### src/rtl/bitfusion_pkg.sv
// Shared constants, precision modes and helpers for the bit-fusion operand path.
package bitfusion_pkg;

    localparam int unsigned OP_W        = 8;
    localparam int unsigned BRICK_W     = 2;
    localparam int unsigned BRICK_EXT_W = 3;
    localparam int unsigned SHIFT_W     = 3;
    localparam int unsigned IDX_W       = 2;
    localparam int unsigned N_W         = 3;

    typedef enum logic [1:0] {
        MODE_2B = 2'b00,
        MODE_4B = 2'b01,
        MODE_8B = 2'b10
    } mode_e;

    // Mode 11 falls through to the 8-bit case.
    function automatic logic [N_W-1:0] bricks_per_operand(logic [1:0] mode);
        case (mode)
            MODE_2B: return 3'd1;
            MODE_4B: return 3'd2;
            default: return 3'd4;
        endcase
    endfunction

endpackage

### src/rtl/bitbrick_decomposer_if.sv
// Operand-in / brick-out handshake bundle of the bitbrick decomposer.
interface bitbrick_decomposer_if;
    import bitfusion_pkg::*;

    logic                   in_valid;
    logic                   in_ready;
    logic [OP_W-1:0]        in_a;
    logic [OP_W-1:0]        in_b;
    logic [1:0]             in_mode;
    logic                   in_sign_a;
    logic                   in_sign_b;
    logic                   out_valid;
    logic                   out_ready;
    logic [BRICK_EXT_W-1:0] out_a;
    logic [BRICK_EXT_W-1:0] out_b;
    logic [SHIFT_W-1:0]     out_signal;
    logic                   out_last;

    modport master (
        output in_valid, in_a, in_b, in_mode, in_sign_a, in_sign_b, out_ready,
        input  in_ready, out_valid, out_a, out_b, out_signal, out_last
    );

    modport slave (
        input  in_valid, in_a, in_b, in_mode, in_sign_a, in_sign_b, out_ready,
        output in_ready, out_valid, out_a, out_b, out_signal, out_last
    );

endinterface

### src/rtl/bitbrick_slice.sv
// Selects one 2-bit brick of an operand and extends it to 3 bits; only the
// top brick of a signed operand carries the sign.
module bitbrick_slice
    import bitfusion_pkg::*;
(
    input  logic [OP_W-1:0]        operand_i,
    input  logic [IDX_W-1:0]       idx_i,
    input  logic [N_W-1:0]         n_i,
    input  logic                   sign_i,
    output logic [BRICK_EXT_W-1:0] brick_o
);

    logic [BRICK_W-1:0] raw;
    logic               is_top;

    always_comb begin
        raw     = operand_i[{idx_i, 1'b0} +: BRICK_W];
        is_top  = ({1'b0, idx_i} == (n_i - 3'd1));
        brick_o = {sign_i & is_top & raw[1], raw};
    end

endmodule

### src/rtl/bitbrick_decomposer.sv
// Latches one operand pair and streams its n*n brick pairs with shift codes,
// A brick in the outer loop and B brick in the inner loop.
module bitbrick_decomposer
    import bitfusion_pkg::*;
(
    input  logic                  clk,
    input  logic                  rst,
    bitbrick_decomposer_if.slave  bus
);

    typedef enum logic [0:0] {StIdle, StIssue} state_e;

    state_e                 state_q, state_d;
    logic [OP_W-1:0]        a_q, a_d, b_q, b_d;
    logic [N_W-1:0]         n_q, n_d;
    logic                   sign_a_q, sign_a_d, sign_b_q, sign_b_d;
    logic [IDX_W-1:0]       i_q, i_d, j_q, j_d;
    logic                   out_valid_q, out_valid_d;
    logic [BRICK_EXT_W-1:0] out_a_q, out_a_d, out_b_q, out_b_d;
    logic [SHIFT_W-1:0]     out_signal_q, out_signal_d;
    logic                   out_last_q, out_last_d;

    logic                   load_beat;
    logic [IDX_W-1:0]       last_idx_q, last_idx_d;
    logic [BRICK_EXT_W-1:0] brick_a, brick_b;

    always_comb begin
        last_idx_q = IDX_W'(n_q - 3'd1);
        last_idx_d = IDX_W'(n_d - 3'd1);
    end

    always_comb begin
        state_d   = state_q;
        a_d       = a_q;
        b_d       = b_q;
        n_d       = n_q;
        sign_a_d  = sign_a_q;
        sign_b_d  = sign_b_q;
        i_d       = i_q;
        j_d       = j_q;
        load_beat = 1'b0;
        unique case (state_q)
            StIdle: begin
                if (bus.in_valid) begin
                    a_d       = bus.in_a;
                    b_d       = bus.in_b;
                    n_d       = bricks_per_operand(bus.in_mode);
                    sign_a_d  = bus.in_sign_a;
                    sign_b_d  = bus.in_sign_b;
                    i_d       = '0;
                    j_d       = '0;
                    state_d   = StIssue;
                    load_beat = 1'b1;
                end
            end
            StIssue: begin
                if (out_valid_q && bus.out_ready) begin
                    if (out_last_q) begin
                        state_d = StIdle;
                    end else begin
                        load_beat = 1'b1;
                        if (j_q == last_idx_q) begin
                            j_d = '0;
                            i_d = i_q + 2'd1;
                        end else begin
                            j_d = j_q + 2'd1;
                        end
                    end
                end
            end
            default: state_d = StIdle;
        endcase
    end

    // Slices look at the next-state indices so the beat fields can be registered.
    bitbrick_slice u_slice_a (
        .operand_i (a_d),
        .idx_i     (i_d),
        .n_i       (n_d),
        .sign_i    (sign_a_d),
        .brick_o   (brick_a)
    );

    bitbrick_slice u_slice_b (
        .operand_i (b_d),
        .idx_i     (j_d),
        .n_i       (n_d),
        .sign_i    (sign_b_d),
        .brick_o   (brick_b)
    );

    always_comb begin
        out_valid_d  = (state_d == StIssue);
        out_a_d      = out_a_q;
        out_b_d      = out_b_q;
        out_signal_d = out_signal_q;
        out_last_d   = out_last_q;
        if (load_beat) begin
            out_a_d      = brick_a;
            out_b_d      = brick_b;
            out_signal_d = {1'b0, i_d} + {1'b0, j_d};
            out_last_d   = (i_d == last_idx_d) && (j_d == last_idx_d);
        end
    end

    always_ff @(posedge clk) begin
        if (rst) begin
            state_q      <= StIdle;
            a_q          <= '0;
            b_q          <= '0;
            n_q          <= 3'd1;
            sign_a_q     <= 1'b0;
            sign_b_q     <= 1'b0;
            i_q          <= '0;
            j_q          <= '0;
            out_valid_q  <= 1'b0;
            out_a_q      <= '0;
            out_b_q      <= '0;
            out_signal_q <= '0;
            out_last_q   <= 1'b0;
        end else begin
            state_q      <= state_d;
            a_q          <= a_d;
            b_q          <= b_d;
            n_q          <= n_d;
            sign_a_q     <= sign_a_d;
            sign_b_q     <= sign_b_d;
            i_q          <= i_d;
            j_q          <= j_d;
            out_valid_q  <= out_valid_d;
            out_a_q      <= out_a_d;
            out_b_q      <= out_b_d;
            out_signal_q <= out_signal_d;
            out_last_q   <= out_last_d;
        end
    end

    always_comb begin
        bus.in_ready   = (state_q == StIdle) && !rst;
        bus.out_valid  = out_valid_q;
        bus.out_a      = out_a_q;
        bus.out_b      = out_b_q;
        bus.out_signal = out_signal_q;
        bus.out_last   = out_last_q;
    end

endmodule

### src/flat_wrapper.sv
// flat-port wrapper written by rule: the top's interface ports become plain ports
module bitbrick_decomposer_flat import bitfusion_pkg::*;
  (clk, rst, bus_in_valid, bus_in_a, bus_in_b, bus_in_mode, bus_in_sign_a, bus_in_sign_b, bus_out_ready, bus_in_ready, bus_out_valid, bus_out_a, bus_out_b, bus_out_signal, bus_out_last);
  bitbrick_decomposer_if bus_i ();
  input  logic clk;
  input  logic rst;
  input wire logic [$bits(bus_i.in_valid)-1:0] bus_in_valid;
  input wire logic [$bits(bus_i.in_a)-1:0] bus_in_a;
  input wire logic [$bits(bus_i.in_b)-1:0] bus_in_b;
  input wire logic [$bits(bus_i.in_mode)-1:0] bus_in_mode;
  input wire logic [$bits(bus_i.in_sign_a)-1:0] bus_in_sign_a;
  input wire logic [$bits(bus_i.in_sign_b)-1:0] bus_in_sign_b;
  input wire logic [$bits(bus_i.out_ready)-1:0] bus_out_ready;
  output wire logic [$bits(bus_i.in_ready)-1:0] bus_in_ready;
  output wire logic [$bits(bus_i.out_valid)-1:0] bus_out_valid;
  output wire logic [$bits(bus_i.out_a)-1:0] bus_out_a;
  output wire logic [$bits(bus_i.out_b)-1:0] bus_out_b;
  output wire logic [$bits(bus_i.out_signal)-1:0] bus_out_signal;
  output wire logic [$bits(bus_i.out_last)-1:0] bus_out_last;
  assign bus_i.in_valid = bus_in_valid;
  assign bus_i.in_a = bus_in_a;
  assign bus_i.in_b = bus_in_b;
  assign bus_i.in_mode = bus_in_mode;
  assign bus_i.in_sign_a = bus_in_sign_a;
  assign bus_i.in_sign_b = bus_in_sign_b;
  assign bus_i.out_ready = bus_out_ready;
  assign bus_in_ready = bus_i.in_ready;
  assign bus_out_valid = bus_i.out_valid;
  assign bus_out_a = bus_i.out_a;
  assign bus_out_b = bus_i.out_b;
  assign bus_out_signal = bus_i.out_signal;
  assign bus_out_last = bus_i.out_last;
  bitbrick_decomposer u_core (.clk(clk), .rst(rst), .bus(bus_i));
endmodule
### config.mk
export PLATFORM = sky130hd
export DESIGN_NAME = bitbrick_decomposer_flat
export DESIGN_NICKNAME = d
export VERILOG_FILES = /design/src/rtl/bitfusion_pkg.sv /design/src/rtl/bitbrick_decomposer_if.sv /design/src/rtl/bitbrick_slice.sv /design/src/rtl/bitbrick_decomposer.sv /design/src/flat_wrapper.sv
export SDC_FILE = /design/constraint.sdc
export NUM_CORES = 1
export LEC_CHECK = 0
export CAP_MARGIN = 10
export CORE_UTILIZATION = 25
export CTS_BUF_LIST = sky130_fd_sc_hd__clkbuf_16
export DETAILED_ROUTE_END_ITERATION = 12
export GPL_ROUTABILITY_DRIVEN = 0
export GPL_TIMING_DRIVEN = 0
export SYNTH_ARGS = -nofsm -noshare
export SYNTH_HDL_FRONTEND = slang
export SYNTH_SLANG_ARGS = --single-unit
### constraint.sdc
create_clock -name clk -period 2.9 [get_ports clk]
set_clock_uncertainty 0.2 [all_clocks]
set_input_delay 0.435 -clock clk [delete_from_list [all_inputs] [get_ports clk]]
set_output_delay 0.435 -clock clk [all_outputs]
set_load 0.005 [all_outputs]
# --- Yosys cells after proc, flatten, opt, wreduce, memory -nomap -nowiden ---
# Index checks and enable logic that the tools add are counted.
# W data, S select, Z words.
classes:
  eq_ne: 6
  n_shift: 2
  multipliers: 0
  magnitude_cmp: 0
  n_mux: 27
  n_reduce_logical: 5
  bitwise: 5
  n_div: 0
  add_sub_neg: 5
ops:
  columns: ["op", "n"]
  rows:
  - ["$mux W8", 4]
  - ["$mux W2", 8]
  - ["$shiftx A8 B4 Y2", 2]
  - ["$mux W1", 8]
  - ["$pmux W2 S2", 2]
  - ["$eq A2 B2 Y1", 3]
  - ["$eq A2 B3 Y1", 2]
  - ["$mux W3", 2]
  - ["$pmux W3 S2", 1]
  - ["$add A2 B1 Y2 const B", 2]
  - ["$and A1 B1 Y1", 4]
  - ["$pmux W1 S2", 2]
  - ["$add A2 B2 Y3", 1]
  - ["$logic_and A1 B1 Y1", 3]
  - ["$sub A3 B1 Y3 const B", 1]
  - ["$eq A2 B1 Y1 const B", 1]
  - ["$logic_not A2 Y1", 1]
  - ["$sub A2 B1 Y2 const B", 1]
  - ["$logic_not A1 Y1", 1]
  - ["$not A1 Y1", 1]
totals:
  out_inout_bits: 12
  mem_bits_ro: 0
  word_cells: 62
  register_bits: 36
  inputBits: 24
  latch_bits: 0
  ram_bits: 0
  mem_count: 0

# --- Depth between registers and ports, before layout ---
logic_depth:
  word_depth: 9
  ltp_mapped: 12
  depth_no_buf: 9

# --- Cells and area by module ---
# From an unflattened synthesis, not the netlist that was laid out.
unflattened:
  hier_cells: 227
  area_unflattened_um2: 1799.2
by_module_without_submodules:
  columns: ["module", "cells_per_inst", "area_per_inst_um2", "n_inst", "seq_area_each_um2"]
  rows:
  - ["bitbrick_decomposer", 207, 1584.0, 1, 720.7]
  - ["bitbrick_slice", 10, 107.6, 2, 0.0]

# --- Worst setup path before layout ---
# No wires, ideal clock.
synth_path:
  path_kind: "flip-flop to flip-flop"
  start: "reg u_core.state_q"
  end: "reg u_core.out_b_q[2], in the netlist u_core.bus.out_b[2]"
  required_ps: 2605
  path_slack_ps: 433
  n_path_buf: 3
  period_less_slack_ps: 2467
  arrival_time_ps: 2171
  stages_incl_launch_ff: 13
  setup_ps: 95
  cell_sequence: "dfxtp_1 nand2b_1 buf_2 buf_4 buf_2 nor3b_1 a21oi_1 ha_1 nor2_1 a31oi_1 o211ai_1 or3_1 o311ai_1"
synth_between:
  elab_chain_cells: 6
  word_cells_on_any_way: 14
  cone_classes: "add/sub (1); eq/ne (1); shift (1); mux (7); bitwise (3); reduce/logical (1)"
synth_lines:
  columns: ["item", "line", "source"]
  rows:
  - ["start: declaration", "bitbrick_decomposer.sv:13", "state_e state_q, state_d;"]
  - ["start signal: assignment", "bitbrick_decomposer.sv:108", "state_q <= StIdle;"]
  - ["start signal: assignment", "bitbrick_decomposer.sv:122", "state_q <= state_d;"]
  - ["parallel branches: the longest is 6 deep, another holds $sub A3 B1 Y3", null, null]
  - ["end signal: assignment", "bitbrick_decomposer.sv:132", "out_b_q <= out_b_d;"]
  - ["end: declaration", "bitbrick_decomposer.sv:19", "logic [BRICK_EXT_W-1:0] out_a_q, out_a_d, out_b_q, out_b_d;"]
# Several ways; the timed one is not identified.
# A chain may end at the register's enable or synchronous reset.

# --- Worst setup path after layout ---
layout_path:
  start: "in bus_out_ready"
  end: "reg u_core.out_signal_q[1], in the netlist u_core.bus.out_signal[1]"
layout_between:
  elab_chain_cells: 4
  word_cells_on_any_way: 8
  cone_classes: "add/sub (1); mux (6); reduce/logical (1)"
layout_lines:
  columns: ["item", "line", "source"]
  rows:
  - ["start: declaration", "flat_wrapper.sv:13", "input wire logic [$bits(bus_i.out_ready)-1:0] bus_out_ready;"]
  - ["$logic_and A1 B1 Y1", "bitbrick_decomposer.sv:57", "if (out_valid_q && bus.out_ready) begin"]
  - ["$mux W2", "bitbrick_decomposer.sv:57", null]
  - ["$pmux W2 S2", "bitbrick_decomposer.sv:42", "unique case (state_q)"]
  - ["named net u_core.i_d[0]", "bitbrick_decomposer.sv:17", "logic [IDX_W-1:0] i_q, i_d, j_q, j_d;"]
  - ["$add A2 B2 Y3", "bitbrick_decomposer.sv:101", "out_signal_d = {1'b0, i_d} + {1'b0, j_d};"]
  - ["end signal: assignment", "bitbrick_decomposer.sv:133", "out_signal_q <= out_signal_d;"]
  - ["end: declaration", "bitbrick_decomposer.sv:20", "logic [SHIFT_W-1:0] out_signal_q, out_signal_d;"]
# The timed path passes the listed nets, and every way through them passes these cells.

==> impl_metrics.ini <==
[status]
status = finished clean

[critical_path]
cp.arrival_ns = 2.70
cp-start-kind = primary input
startpoint = bus_out_ready
cp-end-kind = register
worstReg2RegStart = u_core.state_q
crit_required_ns = 2.89
cp-endpoint = u_core.bus.out_signal[1]
r2r_cells = 11
cp_max_fo = 7
r2r_end = u_core.bus.out_b[2]
criticalPathCategory = in -> reg
reg2reg_slack_ns = 0.26

[sta]
period_share_pct = 93.5
slew_headroom_pct = 62.6
rsz0062_at_grt = false
finalSetupViolCount = 0
period_minus_slack_ns = 2.71
slew_violations = 0
max_clock_freq_ghz = 0.369
timing.hold.ws_ns = 0.253
hold_viol_final = 0
worst_pin_slew_ns = 0.561

[floorplanning]
ioPinCount = 36
fp-row-count = 31
die-area_sq_mm = 0.00784
initial_core_util_pct = 25.8
core_area_sq_mm = 0.00725
die_h_microns = 88.6
fp.dieW_microns = 88.6

[clocking]
htreeDepth = 2
clock_path_buffers = 2
post-cts-setup-buffers = 0
cts_buffers = 5
insertion_delay_ns = 0.28
cts.sinks = 36
clk_pin_slew_worst_paths_ns = 0.05
root_buffer = clkbuf_16
cts_tree = yes

[route]
antenna_left = 0
vias_per_cell = 4.51
drc_errors = 0
drt_iter0_markers = 84
drt_first_pass_iters = 4
drt-wirelength-per-cell_microns = 13.0
routed-via-count = 1615
wl_microns = 4650

[synthesis]
async_flop_share_pct = 0
ys_dominant_reg_cell = dfxtp_1
yosysTopAreaCellShare_pct = 38.5
ys_warn_count = 0
syn_avg_cell_area_sq_um = 8.59
yosysTopAreaCell = dfxtp_1
synth.top_cells.by_area = dfxtp_1, nand2_1, a21oi_1
netlist_instances = 218
ys_types = 53
synth-seq-cells = 36
synth-edff-count = 0
syn_area_sq_mm = 0.00187
yosysSeqAreaShare_pct = 38.5
syn_nets = 245

[placement]
io_buffers = 34
hpwl_microns = 3440
postPlaceCellArea_sq_mm = 0.00234

[grt]
grt_overflow = 0
track_usage_pct = 13.1
grt_max_degree = 12
grt_antenna_before_repair = 0
grt_first_pass_wirelength_microns = 7580
grt_pass1_vias = 1499

[hold_path]
worstHoldPathType = reg -> reg
hp-start = u_core.a_q[2]

[pwr]
power.density_mw_per_mm2 = 530
power.leakage_nw = 0.919
vdd_drop_max_v = 0.000237

[final_layout]
antenna_cells = 0
nFillCells = 780
synthToLayoutAreaGrowth_pct = 32.1
final_nets = 285
regArea_sq_um = 721
design_area_sq_mm = 0.00247
multi_input_area_sq_mm = 0.00106
drive_above_1_share_pct = 13.1

[run]
drv_cap = 0
[cell families (layout without fill, tap and decap cells)]
family / after synthesis / in the layout / share of synthesized area [%]
AOI/OAI and AO/OA: 47 / 47 / 17.0
and+or+nand+nor: 97 / 97 / 25.5
muxes: 14 / 14 / 9.02
DFF: 36 / 36 / 38.5
xor gates and xnor gates: 4 / 4 / 2.67
buffers and inverters: 17 / 58 / 5.01
adders and majority gates: 3 / 3 / 2.40
[flip-flops by register name (all words and copies together), names as in the netlist]
register               flops
u_core.n_q                 3
u_core.sign_a_q            1
u_core.bus.out_signal      3
u_core.b_q                 8
u_core.a_q                 8
u_core.bus.out_b           3
u_core.bus.out_last        1
u_core.bus.out_a           3
u_core.i_q                 2
u_core.sign_b_q            1
u_core.j_q                 2
u_core.state_q             1
[through the flow]
stage	utilization (%)	worst slack [ns]	TNS, ns	instances	power, mW
2_1_floorplan	-	0.433	0	218	0.711
3_3_place_gp	32.2	-0.266	-0.484	351	0.809
3_5_place_dp	32.2	-0.262	-0.512	351	0.812
4_1_cts	34.1	0.0145	0	359	1.33
5_1_grt	34.1	0.0303	0	358	1.38
6_report	34.1	0.188	0	358	1.31
[how the worst min path moves through the flow]
stage | end | slack, ns | cells past startpoint
final | u_core.a_q[2] | 0.25 | 2
after global routing | u_core.a_q[0] | 0.28 | 2
after CTS | u_core.a_q[2] | 0.25 | 2
after detailed placement | u_core.a_q[2] | 0.25 | 2
after global placement | u_core.a_q[7] | 0.24 | 2
after floorplan | u_core.a_q[2] | 0.23 | 2
[synthesized netlist by cell type, types with 2 or more instances]
cell      count
o21ai_1       2
xnor2_2       2
buf_6         2
nand2_1      49
nor3_1        3
and2_1        2
dfxtp_1      36
nand3_1       4
a21o_1        2
mux2i_2       2
o41ai_2       2
nor2_1       20
nor2b_1       4
buf_4         3
inv_1         2
a211oi_1      3
buf_1         2
ha_1          2
nand2b_1      3
a21oi_1      27
mux2_2        2
mux2i_1       7
buf_2         3
clkbuf_1      5
[area by class of cell]
type	count	area share (%)
multi-input cells	165	42.8
flip-flops and latches	36	29.1
repair buffers	34	13.8
clock buffers	5	5.06
well taps	99	5.01
plain buffers	14	3.44
clock inverters	3	0.556
inverters	2	0.303
[metal layers]
layer | part of all wire [%] | up-vias | track usage, %
met3 | 4.4 | 4 | 2.89
met1 | 49 | 740 | 17.8
met5 | 0 | - | 0
met4 | 1.2 | 0 | 5.28
li1 | - | 832 | -
met2 | 45 | 39 | 20.1
[critical path: stages]
cell and delay, ns:
clkdlybuf4s50_1 0.55, nand3b_4 0.16, nor2_4 0.21, mux2i_2 0.42, ha_1 0.22, inv_1 0.05
fa_1 0.44, a211oi_1 0.20
[report_power, final]
group	switching (mW)	internal [mW]
clock network	0.200	0.312
logic	0.129	0.123
registers	0.0208	0.526
total	0.350	0.961
[timing repair]
item,CTS,global route
hold buffers,0,0
endpoints found under the setup margin,0,2
hold endpoints to repair,0,0
gates resized for setup,0,1
[cells in the final DEF, fill, tap and decap left out, types with 2 or more instances in the layout]
cell type and count:
clkbuf_16 5, buf_1 2, a211oi_1 3, nand3_1 4, mux2i_2 2, nor2b_1 4, ha_1 2, nor3_1 3
buf_2 2, o41ai_2 2, buf_4 2, clkdlybuf4s50_1 34, inv_1 2, mux2i_1 7, clkinv_2 2, nand2_1 49
and2_1 2, mux2_2 2, nor2_1 20, clkbuf_1 5, o21ai_1 2, nand2b_1 3, dfxtp_1 36, a21oi_1 27
buf_6 3, xnor2_2 2, a21o_1 2
(Power assumes the default switching activity.)
